$ cat config.mk
export PLATFORM = sky130hd
export DESIGN_NAME = priority_decoder_seq
export DESIGN_NICKNAME = d
export VERILOG_FILES = /design/src/rtl/prio_pkg.sv /design/src/rtl/prio_hold_counter.sv /design/src/rtl/priority_decoder_seq.sv
export SDC_FILE = /design/constraint.sdc
export NUM_CORES = 1
export LEC_CHECK = 0
export CAP_MARGIN = 0
export CORE_MARGIN = 5
export CORE_UTILIZATION = 35
export CTS_CLUSTER_SIZE = 30
export DETAILED_ROUTE_END_ITERATION = 12
export RECOVER_POWER = 50
export SLEW_MARGIN = 20
export SYNTH_ARGS = -nofsm -noshare
export SYNTH_HDL_FRONTEND = slang
export SYNTH_SLANG_ARGS = --single-unit
$ cat constraint.sdc
create_clock -name clk -period 1.9 [get_ports clk]
set_clock_uncertainty 0.15 [all_clocks]
set_input_delay 0.19 -clock clk [delete_from_list [all_inputs] [get_ports clk]]
set_output_delay 0.19 -clock clk [all_outputs]
set_load 0.03 [all_outputs]
$ cat src/rtl/prio_pkg.sv
// rtl/prio_pkg.sv - shared definitions for the priority encode/decode path
// Contents:
//   DEF_IDX_W, DEF_OUT_W : default index width / one-hot width
//   ST_IDLE, ST_HOLD     : state encoding constants, wrapped by state_t
//   onehot(idx, out_w)   : one-hot vector for idx, all-zero when idx >= out_w
package prio_pkg;

  localparam int DEF_IDX_W = 3;
  localparam int DEF_OUT_W = 8;
  localparam int MAX_OUT_W = 256;

  localparam logic ST_IDLE = 1'b0;
  localparam logic ST_HOLD = 1'b1;

  typedef enum logic {
    S_IDLE = ST_IDLE,
    S_HOLD = ST_HOLD
  } state_t;

  // Returned at the widest legal size so one function serves every OUT_W;
  // callers keep the low out_w bits. An out-of-range index yields zero, so
  // the OR of the result doubles as an "index in range" flag.
  function automatic logic [MAX_OUT_W-1:0] onehot(input logic [7:0] idx,
                                                  input int out_w);
    logic [MAX_OUT_W-1:0] r;
    r = '0;
    if (int'(idx) < out_w) r[idx] = 1'b1;
    return r;
  endfunction

endpackage

$ cat src/rtl/prio_hold_counter.sv
// rtl/prio_hold_counter.sv - loadable down-counter with zero flag
// Ports:
//   clk, rst  : clock, asynchronous active-high reset
//   load      : load load_val (wins over dec)
//   load_val  : value to load
//   dec       : decrement by one; holds at zero
//   zero      : count is zero
module prio_hold_counter #(
  parameter int W = 8
) (
  input  logic         clk,
  input  logic         rst,
  input  logic         load,
  input  logic [W-1:0] load_val,
  input  logic         dec,
  output logic         zero
);

  logic [W-1:0] cnt;

  always_ff @(posedge clk or posedge rst) begin
    if (rst) begin
      cnt <= '0;
    end else if (load) begin
      cnt <= load_val;
    end else if (dec && (cnt != '0)) begin
      cnt <= cnt - W'(1);
    end
  end

  assign zero = (cnt == '0);

endmodule

$ cat src/rtl/priority_decoder_seq.sv
// rtl/priority_decoder_seq.sv - sequenced index-to-one-hot decoder with hold
// Ports:
//   clk, rst           : clock, asynchronous active-high reset
//   enable             : gates acceptance of new indices (never aborts a hold)
//   in_valid, in_ready : index handshake; in_ready is combinational
//   in_idx             : encoded index, bit 0 = index 0
//   y, y_valid         : registered one-hot select held HOLD cycles; y_valid = |y
//   err                : one-cycle pulse for an accepted index >= OUT_W
//   evt_cnt            : wrapping count of successfully decoded indices
module priority_decoder_seq
  import prio_pkg::*;
#(
  parameter int IDX_W = DEF_IDX_W,
  parameter int OUT_W = DEF_OUT_W,
  parameter int HOLD  = 4,
  parameter int CNT_W = 8
) (
  input  logic             clk,
  input  logic             rst,
  input  logic             enable,
  input  logic             in_valid,
  output logic             in_ready,
  input  logic [IDX_W-1:0] in_idx,
  output logic [OUT_W-1:0] y,
  output logic             y_valid,
  output logic             err,
  output logic [CNT_W-1:0] evt_cnt
);

  localparam logic [7:0] HOLD_M1 = 8'(HOLD - 1);

  state_t               state, state_n;
  logic [OUT_W-1:0]     y_n;
  logic                 err_n;
  logic                 evt_inc;
  logic                 cnt_load;
  logic                 cnt_dec;
  logic                 cnt_zero;
  logic                 accept;
  logic [7:0]           idx8;
  logic [MAX_OUT_W-1:0] oh_full;
  logic                 idx_ok;
  logic [OUT_W-1:0]     oh;

  prio_hold_counter #(.W(8)) u_hold (
    .clk      (clk),
    .rst      (rst),
    .load     (cnt_load),
    .load_val (HOLD_M1),
    .dec      (cnt_dec),
    .zero     (cnt_zero)
  );

  always_comb begin
    idx8    = 8'(in_idx);
    oh_full = onehot(idx8, OUT_W);
    idx_ok  = |oh_full;
    oh      = oh_full[OUT_W-1:0];
  end

  // The counter holds HOLD-1 after a load, so reaching zero marks the last
  // held cycle; accepting then gives a gapless handover to the next select.
  assign in_ready = ~rst & enable & ((state == S_IDLE) | cnt_zero);
  assign accept   = in_valid & in_ready;
  assign y_valid  = |y;

  always_comb begin
    state_n  = state;
    y_n      = y;
    err_n    = 1'b0;
    evt_inc  = 1'b0;
    cnt_load = 1'b0;
    cnt_dec  = 1'b0;
    case (state)
      S_IDLE: begin
        if (accept) begin
          if (idx_ok) begin
            y_n      = oh;
            state_n  = S_HOLD;
            cnt_load = 1'b1;
            evt_inc  = 1'b1;
          end else begin
            err_n = 1'b1;
          end
        end
      end
      S_HOLD: begin
        if (!cnt_zero) begin
          cnt_dec = 1'b1;
        end else if (accept && idx_ok) begin
          y_n      = oh;
          cnt_load = 1'b1;
          evt_inc  = 1'b1;
        end else begin
          y_n     = '0;
          state_n = S_IDLE;
          err_n   = accept;
        end
      end
      default: begin
        y_n     = '0;
        state_n = S_IDLE;
      end
    endcase
  end

  always_ff @(posedge clk or posedge rst) begin
    if (rst) begin
      state   <= S_IDLE;
      y       <= '0;
      err     <= 1'b0;
      evt_cnt <= '0;
    end else begin
      state <= state_n;
      y     <= y_n;
      err   <= err_n;
      if (evt_inc) evt_cnt <= evt_cnt + CNT_W'(1);
    end
  end

endmodule

==> results.md <==
- Status: complete, but fails checks
- Failing checks: negative setup slack
- Crit-path max cell delay: ~0.4 ns
- Skew-Pair Late Insertion Delay: approximately 0.27 ns
- Period minus WS final: around 2.0 ns
- Longest Clk Path Bufs: 2
- Fill cells: around 310
- Highest clock rate: around 500 MHz
- Reg-to-reg setup timing slack: -0.06 ns
- Dominant synthesized flop cell: dfrtp_1
- Area delta synth->final: 50.9%
- Yosys reg bits: 26
- Peak VDD IR: 456 uV
- Yosys warns: 0
- Worst slew pin tran: about 0.63 ns
- Total Routing Usage GR: approximately 13%
- Class of the worst hold path: reg2reg
- Vias: roughly 1100
- Setup tns final: -0.173 ns
- RePlAce Congestion: 0.831
- Net Count, Synth: roughly 130
- Crit-path max FO: 2
- I/O pins: 26
- Crit-path cells: inv_2 > ha_4 > nor3b_4 > a21oi_4 > buf_6 > nor3b_4 > buf_6
- Leak: 0.917 nW
- CTS tree: yes
- Nets: 176
- H-tree depth: 1
- RSZ-0062 raised after global routing: yes
- Worst Setup End Kind: output port
- Hold-fix buffer count after cts: 0
- Number of global-route vias before repair: between 1000 and 1500
- Count of final hold-check violations: 0
- Layout cell share with drive strength beyond 1: 28.5%
- Die X: approximately 71 um
- First-pass GRT wire length: between 5000 and 6000 um
- TritonCTS Buffers: 3
- MaxCap Viol Count: 0
- Largest net degree at the start of global routing: 27
- WS Path Type: reg2out
- Number of diodes: 0
- Synthesized cell area: between 1000 and 1500 um2
- Worst endpoint required time: roughly 1.6 ns
- # DRC: 0
- Tcrit/Tclk final: 105%
- Commonest non-fill, non-tap cells in the layout: dfrtp_1, clkdlybuf4s50_1, buf_4
- Count of cell types in the netlist: 33
- Slew margin rel.: about three fifths
- CP max stage cell: dfrtp_1
- Initial Util: a little over a third
- Core ar.: ~3600 um2
- WL/cell: between 10 and 15 um
- Clk slew on worst S/H paths: about 0.090 ns
- CTS Root Buffer Type: clkbuf_8
- Total Wirelength: 3150 um
- Drt pass-1 iters: 4
- TritonCTS Sinks: 26
- Die Area: 5000 um2
- Final core occ: 53.9%
- PortBufs: 25
- Final setup margin: -0.0963 ns
- Crit start category: register
- Pwr Density: between 900 and 1000 nW/um2
- # setup viols final: 3
- Starting DRT DRC Count: 56
- Vias/cell: a little over 5
- Slew Limit Fails: 0
- Commonest non-fill, non-tap cell in the layout: dfrtp_1
- Synth Instances: 117
- Critical Path AT: approximately 1.7 ns
- Die height: 70.7 um
- Site Rows: 22
- Post-route ant nets: 0
- Global route total overflow: 0
- Async set or reset register ratio after synthesis: 100%
- Initial antenna violation count: 0
- Seq/Total Area, Yosys: approximately 50%
- Post-synth EDFFs: 0
- DP HPWL: ~2200 um
- Syn avg cell area: between 10 and 15 um2
==> Yosys cell counts (2+ instances only) <==
| master | n | area (um2) |
|---|---|---|
| a21oi_1 | 6 | 30.0 |
| a22o_1 | 4 | 35.0 |
| a32o_1 | 4 | 40.0 |
| and3_1 | 3 | 18.8 |
| dfrtp_1 | 26 | 651 |
| ha_1 | 3 | 37.5 |
| inv_1 | 7 | 26.3 |
| mux2i_1 | 2 | 20.0 |
| nand2_1 | 7 | 26.3 |
| nand3_1 | 4 | 20.0 |
| nand4_1 | 2 | 12.5 |
| nor2_1 | 5 | 18.8 |
| nor2b_1 | 2 | 12.5 |
| nor3_1 | 3 | 15.0 |
| nor3_2 | 3 | 30.0 |
| nor3b_1 | 3 | 22.5 |
| nor4_1 | 5 | 31.3 |
| o21ai_0 | 5 | 25.0 |
| o22ai_1 | 2 | 12.5 |
| or3_1 | 2 | 12.5 |
| xor2_1 | 7 | 61.3 |
==> layer usage <==
layer / up-vias / track usage, % / share of wire (%)
met5: - / 0 / 0
met4: 0 / 4.59 / 0.51
met3: 2 / 1.56 / 3.1
met2: 24 / 20.2 / 51
met1: 526 / 17.3 / 45
li1: 532 / - / -
==> cells by family (layout without fill, tap and decap cells) <==
logic type	after synthesis	count (layout)	synth area share [%]
AND/OR/NAND/NOR	44	44	21.8
flip-flops	26	26	50.5
AO/OA/AOI/OAI	24	24	13.5
buffers and inverters	8	56	2.91
XOR/XNOR	7	7	4.76
multiplexers	4	4	3.30
adder cells (fa/ha/maj)	3	3	2.91
other	1	1	0.291
==> power by group <==
part	internal, mW	switching [mW]
clock network	0.282	0.171
registers	0.648	0.121
logic	0.299	0.276
==> per-stage QoR <==
stage	power [mW]	hold slack, ns	instance area [um2]	setup WS [ns]	instances
floorplan	1.03	0.0853	1310	0.0315	117
global placement	1.22	0.315	1710	-0.0809	202
detailed placement	1.25	0.310	1710	-0.0516	202
CTS	1.78	0.303	1880	-0.113	210
global route	1.92	0.341	1940	-0.182	213
finish	1.80	0.316	1940	-0.0963	213
==> flip-flops by register name, indices dropped and copies added (netlist names) <==
signal / count
evt_cnt: 8
err: 1
y: 8
state: 1
u_hold.cnt: 8
==> area by class of cell <==
class	instances	area [um2]	area share (%)
Multi-Input combinational cell	83	714	36.7
Sequential cell	26	651	33.5
Timing Repair Buffer	45	422	21.7
Tap cell	48	60.1	3.09
Clock buffer	3	41.3	2.12
Clock inverter	1	30.0	1.54
Inverter	7	26.3	1.35
==> repair_timing <==
| action | 4_1_cts | 5_1_grt |
|---|---|---|
| setup buffers | 4 | 3 |
| resized for setup | 14 | 9 |
| setup endpoints to repair | 11 | 16 |
| pin swaps | 7 | 4 |
==> final timing paths <==
kind | cells after the start | startpoint | end
setup / recovery | 7 | u_hold.cnt[0] | in_ready
hold / removal | 1 | evt_cnt[7] | evt_cnt[7]
setup reg to reg | 9 | u_hold.cnt[0] | u_hold.cnt[2]
hold reg to reg | 1 | evt_cnt[7] | evt_cnt[7]
max in group asynchronous | 4 | rst | evt_cnt[0]
min in group asynchronous | 4 | rst | u_hold.cnt[0]
==> worst max-delay path: cells and delay by family (launching register included) <==
kind	cells	cell delay (ns)
AOI/OAI and AO/OA	1	0.09
adders and majority gates	1	0.13
DFF	1	0.40
and+or+nand+nor	2	0.40
buffers and inverters	3	0.37
(Power assumes the default switching activity.)
